===== config.mk =====
export PLATFORM = sky130hd
export DESIGN_NAME = uart_tx_arbiter
export DESIGN_NICKNAME = d
export VERILOG_FILES = /design/src/rtl/uart_pkg.sv /design/src/rtl/rr_pick.sv /design/src/rtl/uart_tx_arbiter.sv
export SDC_FILE = /design/constraint.sdc
export NUM_CORES = 1
export LEC_CHECK = 0
export CORE_UTILIZATION = 48
export CTS_CLUSTER_DIAMETER = 50
export DETAILED_ROUTE_END_ITERATION = 10
export PLACE_DENSITY = 0.86
export SLEW_MARGIN = 20
export SYNTH_ARGS = -nofsm -noshare
export SYNTH_HDL_FRONTEND = slang
export SYNTH_SLANG_ARGS = --single-unit

===== constraint.sdc =====
create_clock -name clk -period 3.2 [get_ports clk]
set_input_delay 0.96 -clock clk [delete_from_list [all_inputs] [get_ports clk]]
set_output_delay 0.96 -clock clk [all_outputs]
set_load 0.005 [all_outputs]

===== src/rtl/uart_pkg.sv =====
// Shared UART-side constants, arbiter state encoding and a width helper.
package uart_pkg;

  localparam logic [7:0] ASCII_LF = 8'h0A;
  localparam logic [7:0] ASCII_CR = 8'h0D;

  typedef enum logic {
    IDLE = 1'b0,
    BUSY = 1'b1
  } arb_state_e;

  // $clog2 that never returns 0, so single-entry indices and counters still get one bit
  function automatic int unsigned clog2_min1(input int unsigned n);
    return (n <= 1) ? 1 : $clog2(n);
  endfunction

endpackage


===== src/rtl/rr_pick.sv =====
// Combinational round-robin selector: first set request at or after ptr_i, wrapping.
module rr_pick #(
  parameter int unsigned N  = 2,
  parameter int unsigned PW = 1
) (
  input  logic [N-1:0]  req_i,
  input  logic [PW-1:0] ptr_i,
  output logic [PW-1:0] idx_o,
  output logic          any_o
);

  int unsigned j;

  // Scan from the farthest offset down so the nearest request to ptr_i wins.
  always_comb begin
    idx_o = '0;
    any_o = 1'b0;
    j     = 0;
    for (int k = N - 1; k >= 0; k--) begin
      j = int'(ptr_i) + k;
      if (j >= N) j = j - N;
      if (req_i[j]) begin
        idx_o = PW'(j);
        any_o = 1'b1;
      end
    end
  end

endmodule


===== src/rtl/uart_tx_arbiter.sv =====
// Message-granular round-robin sharing of one byte UART transmitter among N_REQ producers.
// Optional: define UART_TX_ARB_LAST_ON_LF_EN to also end a message on a transmitted LF byte.
module uart_tx_arbiter
  import uart_pkg::*;
#(
  parameter int unsigned N_REQ   = 2,
  parameter int unsigned TIMEOUT = 1024
) (
  input  logic               clk,
  input  logic               rst_n,
  input  logic [N_REQ-1:0]   req_i,
  input  logic [8*N_REQ-1:0] data_i,
  input  logic [N_REQ-1:0]   last_i,
  output logic [N_REQ-1:0]   done_o,
  output logic [N_REQ-1:0]   grant_o,
  output logic [7:0]         data_o,
  output logic               start_o,
  input  logic               done_i
);

  localparam int unsigned PW = clog2_min1(N_REQ);
  localparam int unsigned WW = clog2_min1(TIMEOUT + 1);

  arb_state_e    state_q, state_d;
  logic [PW-1:0] owner_q, owner_d;
  logic [PW-1:0] ptr_q, ptr_d;
  logic [WW-1:0] wd_q, wd_d;

  logic [PW-1:0] pick_idx;
  logic          pick_any;
  logic          own_req;
  logic          own_last;
  logic [7:0]    own_data;
  logic [PW-1:0] owner_inc;
  logic          wd_expire;

  rr_pick #(
    .N  (N_REQ),
    .PW (PW)
  ) u_pick (
    .req_i (req_i),
    .ptr_i (ptr_q),
    .idx_o (pick_idx),
    .any_o (pick_any)
  );

  assign own_req   = req_i[owner_q];
  assign own_data  = data_i[{owner_q, 3'b000} +: 8];
  assign owner_inc = (owner_q == PW'(N_REQ - 1)) ? '0 : owner_q + 1'b1;

`ifdef UART_TX_ARB_LAST_ON_LF_EN
  assign own_last = last_i[owner_q] | (own_data == ASCII_LF);
`else
  assign own_last = last_i[owner_q];
`endif

  // Only idle cycles of the owner count toward revocation.
  assign wd_expire = (TIMEOUT != 0) && !own_req && (wd_q == WW'(TIMEOUT - 1));

  always_ff @(posedge clk or negedge rst_n) begin
    if (!rst_n) begin
      state_q <= IDLE;
      owner_q <= '0;
      ptr_q   <= '0;
      wd_q    <= '0;
    end else begin
      state_q <= state_d;
      owner_q <= owner_d;
      ptr_q   <= ptr_d;
      wd_q    <= wd_d;
    end
  end

  always_comb begin
    state_d = state_q;
    owner_d = owner_q;
    ptr_d   = ptr_q;
    wd_d    = wd_q;
    case (state_q)
      IDLE: begin
        if (pick_any) begin
          state_d = BUSY;
          owner_d = pick_idx;
          wd_d    = '0;
        end
      end
      BUSY: begin
        if ((done_i && own_last) || wd_expire) begin
          state_d = IDLE;
          ptr_d   = owner_inc;
          wd_d    = '0;
        end else if (own_req) begin
          wd_d = '0;
        end else if (wd_q != '1) begin
          wd_d = wd_q + 1'b1;
        end
      end
      default: state_d = IDLE;
    endcase
  end

  always_comb begin
    grant_o = '0;
    done_o  = '0;
    start_o = 1'b0;
    data_o  = '0;
    if (state_q == BUSY) begin
      grant_o[owner_q] = 1'b1;
      done_o[owner_q]  = done_i;
      start_o          = own_req;
      data_o           = own_data;
    end
  end

endmodule


Yosys cells after proc, flatten, opt, wreduce, memory -nomap -nowiden. Cells that the tools add are included.

Memory bits (writable): 0. Bits in registers: 14. Output and inout bits: 13. ROM bits: 0. Latch bits: 0. Bits of input ports: 23. Memories: 0.

Eq/ne operators: 4. Reduce and logical (&&, ||, !) cells: 8. Order comparisons: 6. $mul: 0. Div/mod/pow operators: 0. Bitwise gates (word level): 2. $add $sub $neg: 5. Multiplexer cells: 29. Shifts and indexed selects: 1.

Operators with widths (number): less-than comparator 32 x 2 -> 1 bit, second input constant (2); two-way mux 32 bit (2); two-way mux 11 bit (4); greater-or-equal comparator 32 x 2 -> 1 bit, second input constant (1); subtractor 32 x 2 -> 32 bit, second input constant (1); one-hot mux 11 bit (2 select lines) (1); two-way mux 1 bit (17); indexed part select 16 x 5 -> 8 bit (1); adder 11 x 1 -> 11 bit, second input constant (1); == test 11 x 10 -> 1 bit, second input constant (1); inequality test 11 bit, second input constant (1); two-way mux 8 bit (1); AND reduction 2 bit (3); two-way mux 2 bit (2); inequality test 4 x 1 -> 1 bit, second input constant (1); logical AND 1 bit (3); subtractor 1 x 2 -> 3 bit, second input constant (1); adder 1 x 1 -> 2 bit, second input constant (1); bitwise AND 2 bit (1); greater-or-equal comparator 1 x 2 -> 1 bit, second input constant (1); less-than comparator 1 x 2 -> 1 bit, second input constant (1); inequality test 2 bit, second input constant (1); one-hot mux 1 bit (2 select lines) (1); adder 1 bit, second input constant (1); other kinds (5) (5).

Longest topological paths before layout. Gate-level depths: netlist of the first run.

Depth in word-level cells: 9. Gate-level depth with buffers: 6. Gate-level depth less buffers: 5.

By module. A second synthesis of the first run with hierarchy kept.

Cells, all modules: 114. Area total of the unflattened synthesis: 1008.5 um^2.

By module, submodules not included: uart_tx_arbiter (times used 1, cells an instance 111, sequential area each 350.3 um^2, area an instance 991.0 um^2); rr_pick (times used 1, cells an instance 3, sequential area each 0.0 um^2, area an instance 17.5 um^2).

Worst setup path before layout of the first run. No wires, ideal clock.

Kind: input port to flip-flop. Start point: input port last_i[0]. End point: register wd_q[5]. Library setup time: 0.094 ns. Stages on the path: 4. Buffers on the path: 0. Arrival: 2.053 ns. Setup slack: 1.053 ns. Path through: mux2_4 a211o_4 or2_0 a221oi_2.

Cells in the longest elaborated chain, start to end: 6.

Ends and longest elaborated chain: start: declaration (RTL line uart_tx_arbiter.sv:13) `input logic [N_REQ-1:0] last_i,`; two-way mux 1 bit (not written as such) (*) (2 in a row) (RTL line uart_tx_arbiter.sv:54) `assign own_last = last_i[owner_q];`; logical AND 1 bit (*) (RTL line uart_tx_arbiter.sv:88) `if ((done_i && own_last) || wd_expire) begin`; logical OR 1 bit (*) (RTL line uart_tx_arbiter.sv:88); inequality test 4 x 1 -> 1 bit (no source line) or two-way mux 11 bit (tied branches); AND reduction 2 bit (no source line) or one-hot mux 11 bit (2 select lines) (tied branches); end signal: assignment (RTL line uart_tx_arbiter.sv:70) `wd_q <= wd_d;`; end: declaration (RTL line uart_tx_arbiter.sv:27) `logic [WW-1:0] wd_q, wd_d;`.

Every way passes the cells marked *; elsewhere a longest branch is shown, timed or not. The select of a mux whose other input is x is not followed. A chain may end at the register's enable or synchronous reset.

Final worst setup path of the first run.
Start point: input port done_i. End point: output port done_o[1].

Cells in the longest elaborated chain, start to end: 2.

Ends and longest elaborated chain: start: declaration (RTL line uart_tx_arbiter.sv:18) `input logic done_i`; bitwise AND 2 bit (no source line); two-way mux 2 bit (RTL line uart_tx_arbiter.sv:107) `if (state_q == BUSY) begin`; end: declaration (RTL line uart_tx_arbiter.sv:14) `output logic [N_REQ-1:0] done_o,`.

No other way between the ends.

==> results of run 1 <==
-- path summary, 6_finish.rpt --
| kind | start | depth (start not counted) | to |
|---|---|---|---|
| worst max register to register | owner_q$_DFFE_PN0P_ | 5 | wd_q[5]$_DFFE_PN0P_ |
| worst max-delay path | done_i | 3 | done_o[1] |
| max in group asynchronous | rst_n | 1 | wd_q[1]$_DFFE_PN0P_ |
| min in group asynchronous | rst_n | 1 | owner_q$_DFFE_PN0P_ |
| worst min register to register | ptr_q$_DFFE_PN0P_ | 2 | ptr_q$_DFFE_PN0P_ |
| worst min-delay path | ptr_q$_DFFE_PN0P_ | 2 | ptr_q$_DFFE_PN0P_ |
-- sequential cells by signal, indices dropped and copies added, names as in the netlist --
| register | count |
|---|---|
| wd_q | 11 |
| state_q | 1 |
| ptr_q | 1 |
| owner_q | 1 |
-- cell type report --
cell class	instances	area share, %
flip-flops and latches	14	23.5
clock buffers	4	2.43
inverters	6	1.51
repair buffers	40	26.2
multi-input cells	89	44.2
well taps	27	2.26
-- critical path: stages --
cell	delay, ns
sky130_fd_sc_hd__clkdlybuf4s50_1	0.52
sky130_fd_sc_hd__and3_1	0.18
sky130_fd_sc_hd__clkdlybuf4s50_1	0.50
-- routing by layer --
layer	GRT usage [%]	routed length [µm]	share of wire, %	vias up
li1	-	-	-	512
met1	33.9	1220	45	488
met2	42.0	1390	51	25
met3	4.98	99	3.7	0
met4	5.39	0	0	0
met5	0	0	0	-
-- cells by family after synthesis --
kind of cell               share of synthesized area [%]
muxes                                               13.3
DFF                                                 32.9
and+or+nand+nor                                     22.8
AOI/OAI and AO/OA                                   24.1
buffers and inverters                               5.76
adders and majority gates                           1.17
-- where the power goes --
part | leakage, nW | switching (mW) | total, mW | internal, mW
clock network | 0.0210 | 0.0619 | 0.131 | 0.0693
logic | 0.462 | 0.151 | 0.398 | 0.246
registers | 0.186 | 0.0568 | 0.259 | 0.202
total | 0.669 | 0.270 | 0.788 | 0.518
-- cell usage in the layout (no fill, tap or decap), drive strengths merged, types with 2 or more instances in the layout --
master / instances
nand2: 5
a21oi: 4
a211oi: 6
and2: 3
mux2: 3
or3: 3
clkbuf: 4
and3: 5
a31oi: 2
nor3: 5
a22o: 3
clkdlybuf4s50: 34
mux2i: 10
buf: 5
nand3: 4
dfrtp: 14
nor4: 3
o22a: 4
o31ai: 2
inv: 6
nor2: 13
==> results.md, run 1 <==
Final layout:
- In the final layout, flip-flops and latches occupy approximately 350 µm².
- Leaving out filler cells and counting taps, the final layout contains 180.
- The final core utilization is 73.8%.
- The final instance area is 0.00149 mm².
- After the last flow step, the layout net total stands at approximately 180.
- After filler insertion, the fill cell instance count of the layout stands at 147.
- The multi-input combinational cells in the finished layout cover a total of 659 µm².
- The layout overhead on the synthesized area is 40.2%.
- Of the cells placed in the final design, the portion with a size suffix greater than 1 is 13.7%.
- The repair_antennas step left the layout with diodes totalling 0.

Critical path:
- The sort of element at the start of the critical path is a primary input.
- The worst setup path is captured at an output pin.
- In this run the worst path has a maximum fanout of 4.
- The worst setup path category is primary input to output pin.
- The setup check on the worst reg-to-reg path leaves a slack of 0.85 ns.
- The critical path data arrival time is 2.17 ns.
- For the worst setup path, the data required time is 2.24 ns.

Synth:
- The synthesized instance count is approximately 120.
- The total nets after synthesis is approximately 140.
- The largest total area in the synthesized netlist belongs to sky130_fd_sc_hd__dfrtp_1.
- The leading cell type by number of instances after synthesis is sky130_fd_sc_hd__dfrtp_1.
- The synthesized design contains 0 enable-type register cells.
- After synthesis, the share of flip-flops with an asynchronous set or reset is 100%.
- Yosys printed 0 warnings.
- Summing the sequential cell areas from Yosys gives roughly 33% of the chip area.
- After synthesis, the most frequently instantiated cells are sky130_fd_sc_hd__dfrtp_1 (14), sky130_fd_sc_hd__nor2_1 (13), sky130_fd_sc_hd__mux2i_1 (10).
- The area fraction of the dominant cell type after synthesis is 32.9%.
- In this run, synthesis produced a sequential element count of 14.
- Ranked by total cell area, the synthesized netlist is headed by sky130_fd_sc_hd__dfrtp_1 (33%), sky130_fd_sc_hd__mux2i_1 (9.4%), sky130_fd_sc_hd__nor2_1 (4.6%).
- The number of different library cells used by synthesis comes to 38.
- The top flip-flop cell by instance count after synthesis is sky130_fd_sc_hd__dfrtp_1.
- The synthesized area per cell is about 9.3 µm².
- Summing every instance area after synthesis gives 0.00106 mm².

GRT:
- The overall track demand over capacity in global routing is 25.3%.
- The via count of the first global-routing pass is 1,011.
- Entering global routing, the biggest net connects 18 pins.
- The initial antenna violation count was 0.
- Summed over all layers, the global routing overflow is 0.
- The global-route wire length before repair is 4750 µm.

Power and ir drop:
- Total power for the finished layout comes to slightly below 800 µW.
- Summed over all cells, the static leakage comes to 0.669 nW.
- The power per cell area is 528 mW/mm².
- The worst voltage drop across the vdd grid is 424 µV.

Timing:
- The final setup slack of the worst path is between 0.06 and 0.07 ns.
- The tightest slew margin relative to the limit is 55.0%.
- The period utilization is a little over nine tenths.
- Setup repair after global routing left no endpoint under its margin.
- The final-layout setup total negative slack is 0 ns.
- The number of hold violations in the final report is 0.
- The final-report max-slew violation count is 0.
- For the pin with the worst max-slew slack, the measured transition is 0.670 ns.
- Derived from the worst setup path, the maximum achievable clock frequency is between 0.3 and 0.4 GHz.
- The setup-violating endpoint count in the final report is 0.
- The final critical-path required period is 3.13 ns.
- The tightest hold path in the finished design has a slack of 0.533 ns.
- For the final database, setup skew stands at 0.000719 ns.

Placement:
- At the end of routability-driven placement, the weighted congestion stood at ~0.9.
- In this run the cell area measured after placement is roughly 0.0015 mm².
- The final HPWL from detailed placement is 2090 µm.
- The post-placement cell count is 176.
- The worst setup slack before clock tree synthesis is a little under 0.07 ns.
- Input and output buffers added on the ports amount to 35.

Detailed routing:
- The DRC violation count after routing is 0.
- The vias per cell is 5.69.
- After detailed routing, the average wire length per cell comes to 15.0 µm.
- For this run, the detailed router's first-pass iteration total came to 4.
- The first routing iteration left 39 violations.
- In this run the remaining antenna-violating nets after routing total 0.
- The final route contains 1,025 vias.
- The routed design has 2710 µm of wire.

Die:
- In this run the vertical extent of the chip is roughly 49 µm.
- The width of the die is 49.1 µm.
- Once the floorplan was initialized, standard cells occupied a little over half of the core.
- The initialized floorplan defines 16 standard-cell rows.
- The die covers ~0.0024 mm².
- 36 I/O pins were placed.
- The floorplan step defined a core boundary enclosing 0.00202 mm².

Clock tree:
- Counting the buffers created by CTS gives 3.
- The number of sinks handled by clock tree synthesis is 14.
- The cell sitting at the root of the clock tree is a sky130_fd_sc_hd__clkbuf_4.
- Once the clock tree was built, the setup fixing pass inserted 0 buffers.
- TritonCTS built the clock tree.
- The clock passes through at most 2 buffers.
- Once the clock tree was built, the resizer swapped 0 gates to a different size.
- The clock latency at the later pin of the worst-skew pair is 0.28 ns.
- The H-tree depth is 1.
- In this run, post-CTS hold repair placed 0 buffers.
- Clock-pin slew was measured on the worst setup and hold paths at 0.09 ns.

Flow run:
- Max-cap violations in this run came to 0.

Worst hold path:
- The min-delay analysis places its worst path in the category flop to flop.

Status:
- The flow ran to the end, and the final reports show no timing, DRC or antenna violations.
Note: power is estimated with default switching activity, not from simulation.
==> inputs of run 2 (changes only) <==
--- a/config.mk
+++ b/config.mk
@@ -8,7 +8,8 @@
 export CORE_UTILIZATION = 48
 export CTS_CLUSTER_DIAMETER = 50
 export DETAILED_ROUTE_END_ITERATION = 10
-export PLACE_DENSITY = 0.86
+export PLACE_DENSITY = 0.91
+export SETUP_SLACK_MARGIN = 0.5
 export SLEW_MARGIN = 20
 export SYNTH_ARGS = -nofsm -noshare
 export SYNTH_HDL_FRONTEND = slang
==> run 2 against run 1 <==
  * Die area unchanged
  * Critical endpoint is now data_o[0]
  * Wire length increased by 9.0%
  * Flip-flop and latch count is the same
  * Global-route usage is 0.30 points lower
  * First-iteration DRC count rose by 100%
  * Largest cell class unchanged
  * Clock power is 24% lower
  * Cell count unchanged
  * Design area fell by 2.3%
  * Sequential power rose by 2%
  * Non-clock buffer count grew 1
  * Worst hold slack gained 0.0059 ns
==> results.md, run 2 (synthesis results as in run 1) <==
Power and ir drop:
- The total design power is 713 µW (was 788 µW).
- The power per cell area came to 489 mW/mm² (was 528 mW/mm²).
- The switching power summed over all nets was 264 µW (was 270 µW).
- The worst voltage drop across the vdd grid is 334 µV (was 424 µV).
- The total leakage power is 0.726 nW (was 0.669 nW).
- The combinational fraction of design power is 48.8% (was 50.5%).
- The share of total power in the clock network is 14.0% (was 16.6%).
- The share of total power consumed by net switching is 37.1% (was 34.3%).
- The relative contribution of sequential cells to total power is 37.2% (was 32.9%).
- The design internal power is 448 µW (was 518 µW).

Detailed routing:
- The DRC violation count after routing was 0 (unchanged).
- The detail-routed net length per standard cell came to 16.4 µm (was 15.0 µm).
- The antenna violation net count after detailed routing was 0 (unchanged).
- The vias per cell is 6.03 (was 5.69).
- The initial detailed-routing violation count was 78 (was 39).
- The via count of the routed design is 1,086 (was 1,025).
- The number of detailed-route iterations in the first pass is 4 (unchanged).
- The final wirelength came to 2950 µm (was 2710 µm).

Timing:
- The achievable frequency is 0.373 GHz (was 0.319 GHz).
- Setup repair after global routing missed its margin: yes (was no).
- The number of hold violations in the final report is 0 (unchanged).
- The clock skew after layout was 0.00222 ns (was 0.000719 ns).
- The final-layout setup total negative slack was 0 ns (unchanged).
- The actual slew at the worst max-slew pin is 0.730 ns (was 0.670 ns).
- The period utilization is 83.7% (was 97.8%).
- The setup-violating endpoint count in the final report is 0 (unchanged).
- The final-report max-slew violation count came to 0 (unchanged).
- The final setup slack of the worst path is 0.521 ns (was 0.0694 ns).
- The tightest slew margin relative to the limit came to 50.9% (was 55.0%).
- The final critical-path required period came to 2.68 ns (was 3.13 ns).

Status:
- Run status: completed (unchanged).

Placement:
- The worst setup slack before clock tree synthesis was 0.0318 ns (was 0.0690 ns).
- The routability-driven placement congestion ratio came to 0.857 (was 0.903).
- The final HPWL from detailed placement is 2210 µm (was 2090 µm).
- The number of buffers inserted by port buffering is 35 (unchanged).

Critical path:
- Critical-path cell list: clkdlybuf4s50_1 -> mux2i_1 -> nor2_1 -> buf_2 (was clkdlybuf4s50_1 -> and3_1 -> clkdlybuf4s50_1).
- The critical path data arrival time was 1.72 ns (was 2.17 ns).
- The family of cells with the greatest summed delay on the critical path was buffers and inverters (unchanged).
- The number of buffer and inverter instances along the worst setup path is 2 (unchanged).
- The setup slack on the worst flop-to-flop path was 1.03 ns (was 0.85 ns).
- The cell with the largest stage delay on the worst path is sky130_fd_sc_hd__clkdlybuf4s50_1 (unchanged).
- The element type at the critical path end was an output pin (unchanged).
- The sort of element at the start of the critical path is a primary input (unchanged).
- The maximum fanout along the worst path is 1 (was 4).
- The endpoint required time on the critical path is 2.24 ns (about the same).
- The delay of the slowest cell on the worst path is 0.47 ns (was 0.52 ns).
- The worst setup path category is primary input to output pin (unchanged).

Clock tree:
- The clock tree from TritonCTS was built (unchanged).
- The clock latency at the later pin of the worst-skew pair is 0.28 ns (about the same).
- The clock-pin transition on the worst setup and hold timing paths is 0.08 ns (was 0.09 ns).
- The number of sinks handled by clock tree synthesis was 14 (unchanged).
- The hold-fix buffer count after cts came to 0 (unchanged).
- The clock root buffer is sky130_fd_sc_hd__clkbuf_4 (unchanged).
- The largest buffer count on any clock path came to 2 (unchanged).
- The H-tree depth is 1 (unchanged).
- The clock buffer count from CTS was 3 (unchanged).

Final layout:
- The final core utilization was 72.1% (was 73.8%).
- The flip-flop count of the largest register after layout was 11 (unchanged).
- The top register by number of flip-flops is wd_q (unchanged).
- The layout overhead on the synthesized area is 36.9% (was 40.2%).
- The ratio of cells with drive above 1 in the final layout was 21.6% (was 13.7%).
- Most used cells in the layout excluding fill and tap cells: sky130_fd_sc_hd__clkdlybuf4s50_1 (14), sky130_fd_sc_hd__nor2_1 (13), sky130_fd_sc_hd__dfrtp_1 (13) (was sky130_fd_sc_hd__clkdlybuf4s50_1 (34), sky130_fd_sc_hd__dfrtp_1 (14), sky130_fd_sc_hd__nor2_1 (13)).
- The final-stage net count is 179 (was 178).
- The most common library cell in the layout ignoring fill and taps was sky130_fd_sc_hd__clkdlybuf4s50_1 (unchanged).
- The antenna diode instance count is 0 (unchanged).

Die:
- The standard-cell row count was 16 (unchanged).
- The floorplan die area came to 0.00241 mm² (unchanged).
- The standard cell core area came to 0.00202 mm² (unchanged).
- The height of the chip is 49.1 µm (unchanged).
- The starting density of the core came to 52.7% (unchanged).
- The width of the die was 49.1 µm (unchanged).
- The count of boundary I/O pins came to 36 (unchanged).

Worst hold path:
- The class of the most critical hold timing path is flop to flop (unchanged).

Flow run:
- The count of max-cap constraint violations was 0 (unchanged).

GRT:
- The overall track demand over capacity in global routing came to 25.0% (was 25.3%).
- The via count of the first global-routing pass is 1,010 (was 1,011).
- The maximum number of pins on one net before global-route repair is 18 (unchanged).
- The total overflow reported by the global router is 0 (unchanged).
- The global-route wire length before repair was 4650 µm (was 4750 µm).
- The initial antenna violation count is 0 (unchanged).
## run 2: cell count changes in the layout (fill, tap and decap cells not counted), sizes merged
cell	delta
buf	+10
clkbuf	-1
clkdlybuf4s15	+1
clkdlybuf4s50	-20
clkinvlp	+1
dlygate4sd2	+4
dlymetal6s2s	+6
inv	-1
## run 2: area by class of cell
cell class                      count  area (µm²)
Multi-Input combinational cell     89         659
Clock buffer                        3        22.5
Sequential cell                    14         352
Tap cell                           27        33.8
Fill cell                         156         564
Timing Repair Buffer               41         364
Inverter                            6        26.3
## run 2: stage by stage
step	std cells	hold slack [ns]	area, µm²
2_1_floorplan	115	0.489	1060
5_1_grt	180	0.556	1460
3_3_place_gp	175	0.509	1450
6_report	180	0.539	1460
3_5_place_dp	175	0.518	1450
4_1_cts	178	0.538	1430
## run 2: tightest hold or removal path, stage by stage, from the launching register on
cell,delay (ns)
sky130_fd_sc_hd__dfrtp_1,0.39
sky130_fd_sc_hd__inv_1,0.06
sky130_fd_sc_hd__mux2i_1,0.06
## run 2: path summary, 6_finish.rpt
| check | depth (start not counted) | from | end |
|---|---|---|---|
| setup / recovery | 4 | data_i[0] | data_o[0] |
| hold / removal | 2 | ptr_q$_DFFE_PN0P_ | ptr_q$_DFFE_PN0P_ |
| setup reg to reg | 6 | wd_q[1]$_DFFE_PN0P_ | wd_q[2]$_DFFE_PN0P_ |
| hold reg to reg | 2 | ptr_q$_DFFE_PN0P_ | ptr_q$_DFFE_PN0P_ |
| max in group asynchronous | 1 | rst_n | owner_q$_DFFE_PN0P_ |
| min in group asynchronous | 1 | rst_n | wd_q[5]$_DFFE_PN0P_ |
## run 2: per-layer routing
layer | vias up | share of wire [%] | global-route usage, %
li1 | 516 | - | -
met1 | 523 | 42 | 31.8
met2 | 39 | 52 | 42.5
met3 | 8 | 4.5 | 6.23
met4 | 0 | 1.6 | 5.39
met5 | - | 0 | 0
## run 2: power groups by stage
stage / combinational (mW) / clock (mW) / sequential [mW]
CTS: 0.343 / 0.101 / 0.262
global route: 0.377 / 0.110 / 0.273
finish: 0.348 / 0.0996 / 0.265
global placement: 0.372 / 0 / 0.261
floorplan: 0.261 / 0 / 0.223
detailed placement: 0.386 / 0 / 0.264
## run 2: what timing repair did
item	CTS	global route
endpoints found under the setup margin	12	10
pin swaps	7	7
setup buffers	0	2
resized for setup	43	9
==> inputs of run 3 (changes only) <==
--- a/config.mk
+++ b/config.mk
@@ -5,10 +5,10 @@
 export SDC_FILE = /design/constraint.sdc
 export NUM_CORES = 1
 export LEC_CHECK = 0
-export CORE_UTILIZATION = 48
+export CORE_UTILIZATION = 41
 export CTS_CLUSTER_DIAMETER = 50
 export DETAILED_ROUTE_END_ITERATION = 10
-export PLACE_DENSITY = 0.91
+export PLACE_DENSITY = 0.83
 export SETUP_SLACK_MARGIN = 0.5
 export SLEW_MARGIN = 20
 export SYNTH_ARGS = -nofsm -noshare
==> constraint.sdc (replaced) <==
create_clock -name clk -period 2.2 [get_ports clk]
set_input_delay 0.66 -clock clk [delete_from_list [all_inputs] [get_ports clk]]
set_output_delay 0.66 -clock clk [all_outputs]
set_load 0.005 [all_outputs]
==> run 3 against run 2 <==
  * Via count is 12% higher
  * Design area up 24%
  * Register-to-register slack got worse by 0.84 ns
  * Global-route usage is 3.9 points higher
  * Cell count is 18% higher
  * First-iteration DRC count is 41% lower
  * Sequential share of layout area is 4.8 points lower
  * Worst hold slack improved by 0.019 ns
  * Flip-flop and latch count unchanged
  * Setup slack got worse by 0.33 ns
  * Critical endpoint is now wd_q[0]$_DFFE_PN0P_
  * Clock skew is essentially flat
==> results.md, run 3 (synthesis results as in run 1) <==
Timing:
- The actual slew at the worst max-slew pin came to 0.651 ns (was 0.730 ns).
- The tightest slew margin relative to the limit came to 56.5% (was 50.9%).
- The number of hold violations in the final report is 0 (unchanged).
- The worst path uses 91.5% of the clock period.
- The achievable frequency is between 0.4 and 0.5 GHz.
- The setup-violating endpoint count in the final report is 0 (unchanged).
- The clock skew after layout was 0.00229 ns (was 0.00222 ns).
- The worst path in the final design needs a cycle of a little over 2 ns, including I/O delays and setup.
- The final setup slack of the worst path came to 0.188 ns (was 0.521 ns).
- The final-layout worst hold slack is 0.558 ns (was 0.539 ns).
- Setup repair after global routing missed its margin: yes (unchanged).
- The final-report max-slew violation count came to 0 (unchanged).

Die:
- The starting density of the core is 43.4% (was 52.7%).
- The width of the die is 53.0 µm (was 49.1 µm).
- The standard-cell row count came to 18 (was 16).
- The count of boundary I/O pins is 36 (unchanged).
- The height of the chip was 53.0 µm (was 49.1 µm).
- The floorplan die area is 0.00280 mm² (was 0.00241 mm²).
- The standard cell core area is 0.00245 mm² (was 0.00202 mm²).

Power and ir drop:
- The total design power was 1.50 mW (was 713 µW).
- The power per cell area was 830 mW/mm² (was 489 mW/mm²).
- The worst voltage drop across the vdd grid is 632 µV (was 334 µV).
- The total leakage power is 0.943 nW (was 0.726 nW).

Final layout:
- The most common library cell in the layout ignoring fill and taps is sky130_fd_sc_hd__buf_4 (was sky130_fd_sc_hd__clkdlybuf4s50_1).
- The flip-flop count of the largest register after layout came to 11 (unchanged).
- The final-stage net count is 207 (was 179).
- The layout overhead on the synthesized area came to 70.2% (was 36.9%).
- The top register by number of flip-flops was wd_q (unchanged).
- Most used cells in the layout excluding fill and tap cells: sky130_fd_sc_hd__buf_4 (21), sky130_fd_sc_hd__dlygate4sd2_1 (18), sky130_fd_sc_hd__dfrtp_1 (14) (was sky130_fd_sc_hd__clkdlybuf4s50_1 (14), sky130_fd_sc_hd__nor2_1 (13), sky130_fd_sc_hd__dfrtp_1 (13)).
- The number of fill cells is 167 (was 156).
- The antenna diode instance count is 0 (unchanged).
- The ratio of cells with drive above 1 in the final layout is 44.0% (was 21.6%).
- The final instance area is 0.00181 mm² (was 0.00146 mm²).

Clock tree:
- The clock buffer count from CTS came to 3 (unchanged).
- The number of sinks handled by clock tree synthesis was 14 (unchanged).
- The clock-pin transition on the worst setup and hold timing paths is 0.09 ns (was 0.08 ns).
- The clock tree from TritonCTS is built (unchanged).
- The H-tree depth is 1 (unchanged).
- The clock root buffer is sky130_fd_sc_hd__clkbuf_4 (unchanged).
- The clock latency at the later pin of the worst-skew pair is 0.29 ns (was 0.28 ns).
- The largest buffer count on any clock path is 2 (unchanged).
- The hold-fix buffer count after cts was 0 (unchanged).

Worst hold path:
- The cell depth of the worst hold path is 1 (was 2).
- The class of the most critical hold timing path was flop to flop (unchanged).

Critical path:
- The endpoint required time on the critical path is 2.44 ns (was 2.24 ns).
- The maximum fanout along the worst path is 7 (was 1).
- The element type at the critical path end is a flop (was output pin).
- The critical path data arrival time is 2.25 ns (was 1.72 ns).
- The worst setup path category is flop to flop (was primary input to output pin).
- The sort of element at the start of the critical path is a flop (was primary input).
- The path depth of the worst reg2reg path is 7 (was 6).

GRT:
- The overall track demand over capacity in global routing is 28.9% (was 25.0%).
- The via count of the first global-routing pass is 1,268 (was 1,010).
- The total overflow reported by the global router was 0 (unchanged).
- The maximum number of pins on one net before global-route repair came to 15 (was 18).
- The global-route wire length before repair is 5790 µm (was 4650 µm).
- The initial antenna violation count is 0 (unchanged).

Detailed routing:
- The initial detailed-routing violation count is 46 (was 78).
- The DRC violation count after routing was 0 (unchanged).
- The antenna violation net count after detailed routing is 0 (unchanged).
- The vias per cell was 5.73 (was 6.03).
- The number of detailed-route iterations in the first pass is 4 (unchanged).
- The detail-routed net length per standard cell is 17.6 µm (was 16.4 µm).
- The via count of the routed design came to 1,215 (was 1,086).
- The final wirelength is 3730 µm (was 2950 µm).

Placement:
- The routability-driven placement congestion ratio is 0.840 (was 0.857).
- The post-detailed-placement cell area is 0.00157 mm² (was 0.00145 mm²).
- The worst setup slack before clock tree synthesis is -0.321 ns (was 0.0318 ns).
- The number of buffers inserted by port buffering is 35 (unchanged).
- The final HPWL from detailed placement is 2270 µm (was 2210 µm).

Status:
- Run status: completed (unchanged).

Flow run:
- The count of max-cap constraint violations was 0 (unchanged).
run 3: final cells by class:
cell class / count / area, µm² / share of cell area [%]
timing repair buffer: 69 / 587 / 32.4
inverter: 6 / 30.0 / 1.66
tap: 30 / 37.5 / 2.07
sequential: 14 / 350 / 19.3
clock buffer: 4 / 36.3 / 2.00
multi-input combinational: 89 / 771 / 42.5
run 3: power breakdown:
| part | internal [mW] | total, mW | switching (mW) | leakage (nW) |
|---|---|---|---|---|
| sequential | 0.296 | 0.327 | 0.0313 | 0.186 |
| combinational | 0.577 | 0.984 | 0.407 | 0.736 |
| clock | 0.101 | 0.193 | 0.0921 | 0.0210 |
run 3: worst paths after layout:
kind	start	to	slack, ns
max	owner_q$_DFFE_PN0P_	wd_q[0]$_DFFE_PN0P_	0.19
min	wd_q[1]$_DFFE_PN0P_	wd_q[1]$_DFFE_PN0P_	0.56
max reg2reg	owner_q$_DFFE_PN0P_	wd_q[0]$_DFFE_PN0P_	0.19
min reg2reg	wd_q[1]$_DFFE_PN0P_	wd_q[1]$_DFFE_PN0P_	0.56
max in group asynchronous	rst_n	wd_q[7]$_DFFE_PN0P_	1.02
min in group asynchronous	rst_n	wd_q[6]$_DFFE_PN0P_	0.76
run 3: repair_timing:
item                       in CTS  in global routing
setup buffers                  17                  1
setup endpoints to repair      25                 26
gates resized for setup       102                 14
gates cloned                    0                  0
pin swaps                      20                 15
run 3: critical path, cell delays in order, from the launching register on:
cell and delay, ns:
sky130_fd_sc_hd__dfrtp_1 0.41, sky130_fd_sc_hd__buf_12 0.15, sky130_fd_sc_hd__buf_8 0.12, sky130_fd_sc_hd__mux2_4 0.30, sky130_fd_sc_hd__a211o_4 0.38, sky130_fd_sc_hd__buf_4 0.17, sky130_fd_sc_hd__o41ai_4 0.23, sky130_fd_sc_hd__mux2_4 0.20
run 3: metrics by stage:
| stage | setup TNS (ns) | util, % | instances |
|---|---|---|---|
| 2_1_floorplan | 0 | - | 115 |
| 6_report | 0 | 73.8 | 212 |
| 5_1_grt | 0 | 73.8 | 212 |
| 3_5_place_dp | -5.38 | 64.1 | 190 |
| 3_3_place_gp | -4.49 | 64.1 | 190 |
| 4_1_cts | 0 | 71.5 | 211 |
run 3: layer usage:
layer | GRT usage (%) | share of wire [%] | routed length (µm)
met1 | 35.2 | 43 | 1600
met4 | 15.8 | 2.6 | 97
met5 | 0 | 0 | 0
met2 | 47.0 | 51 | 1890
met3 | 6.03 | 3.7 | 138
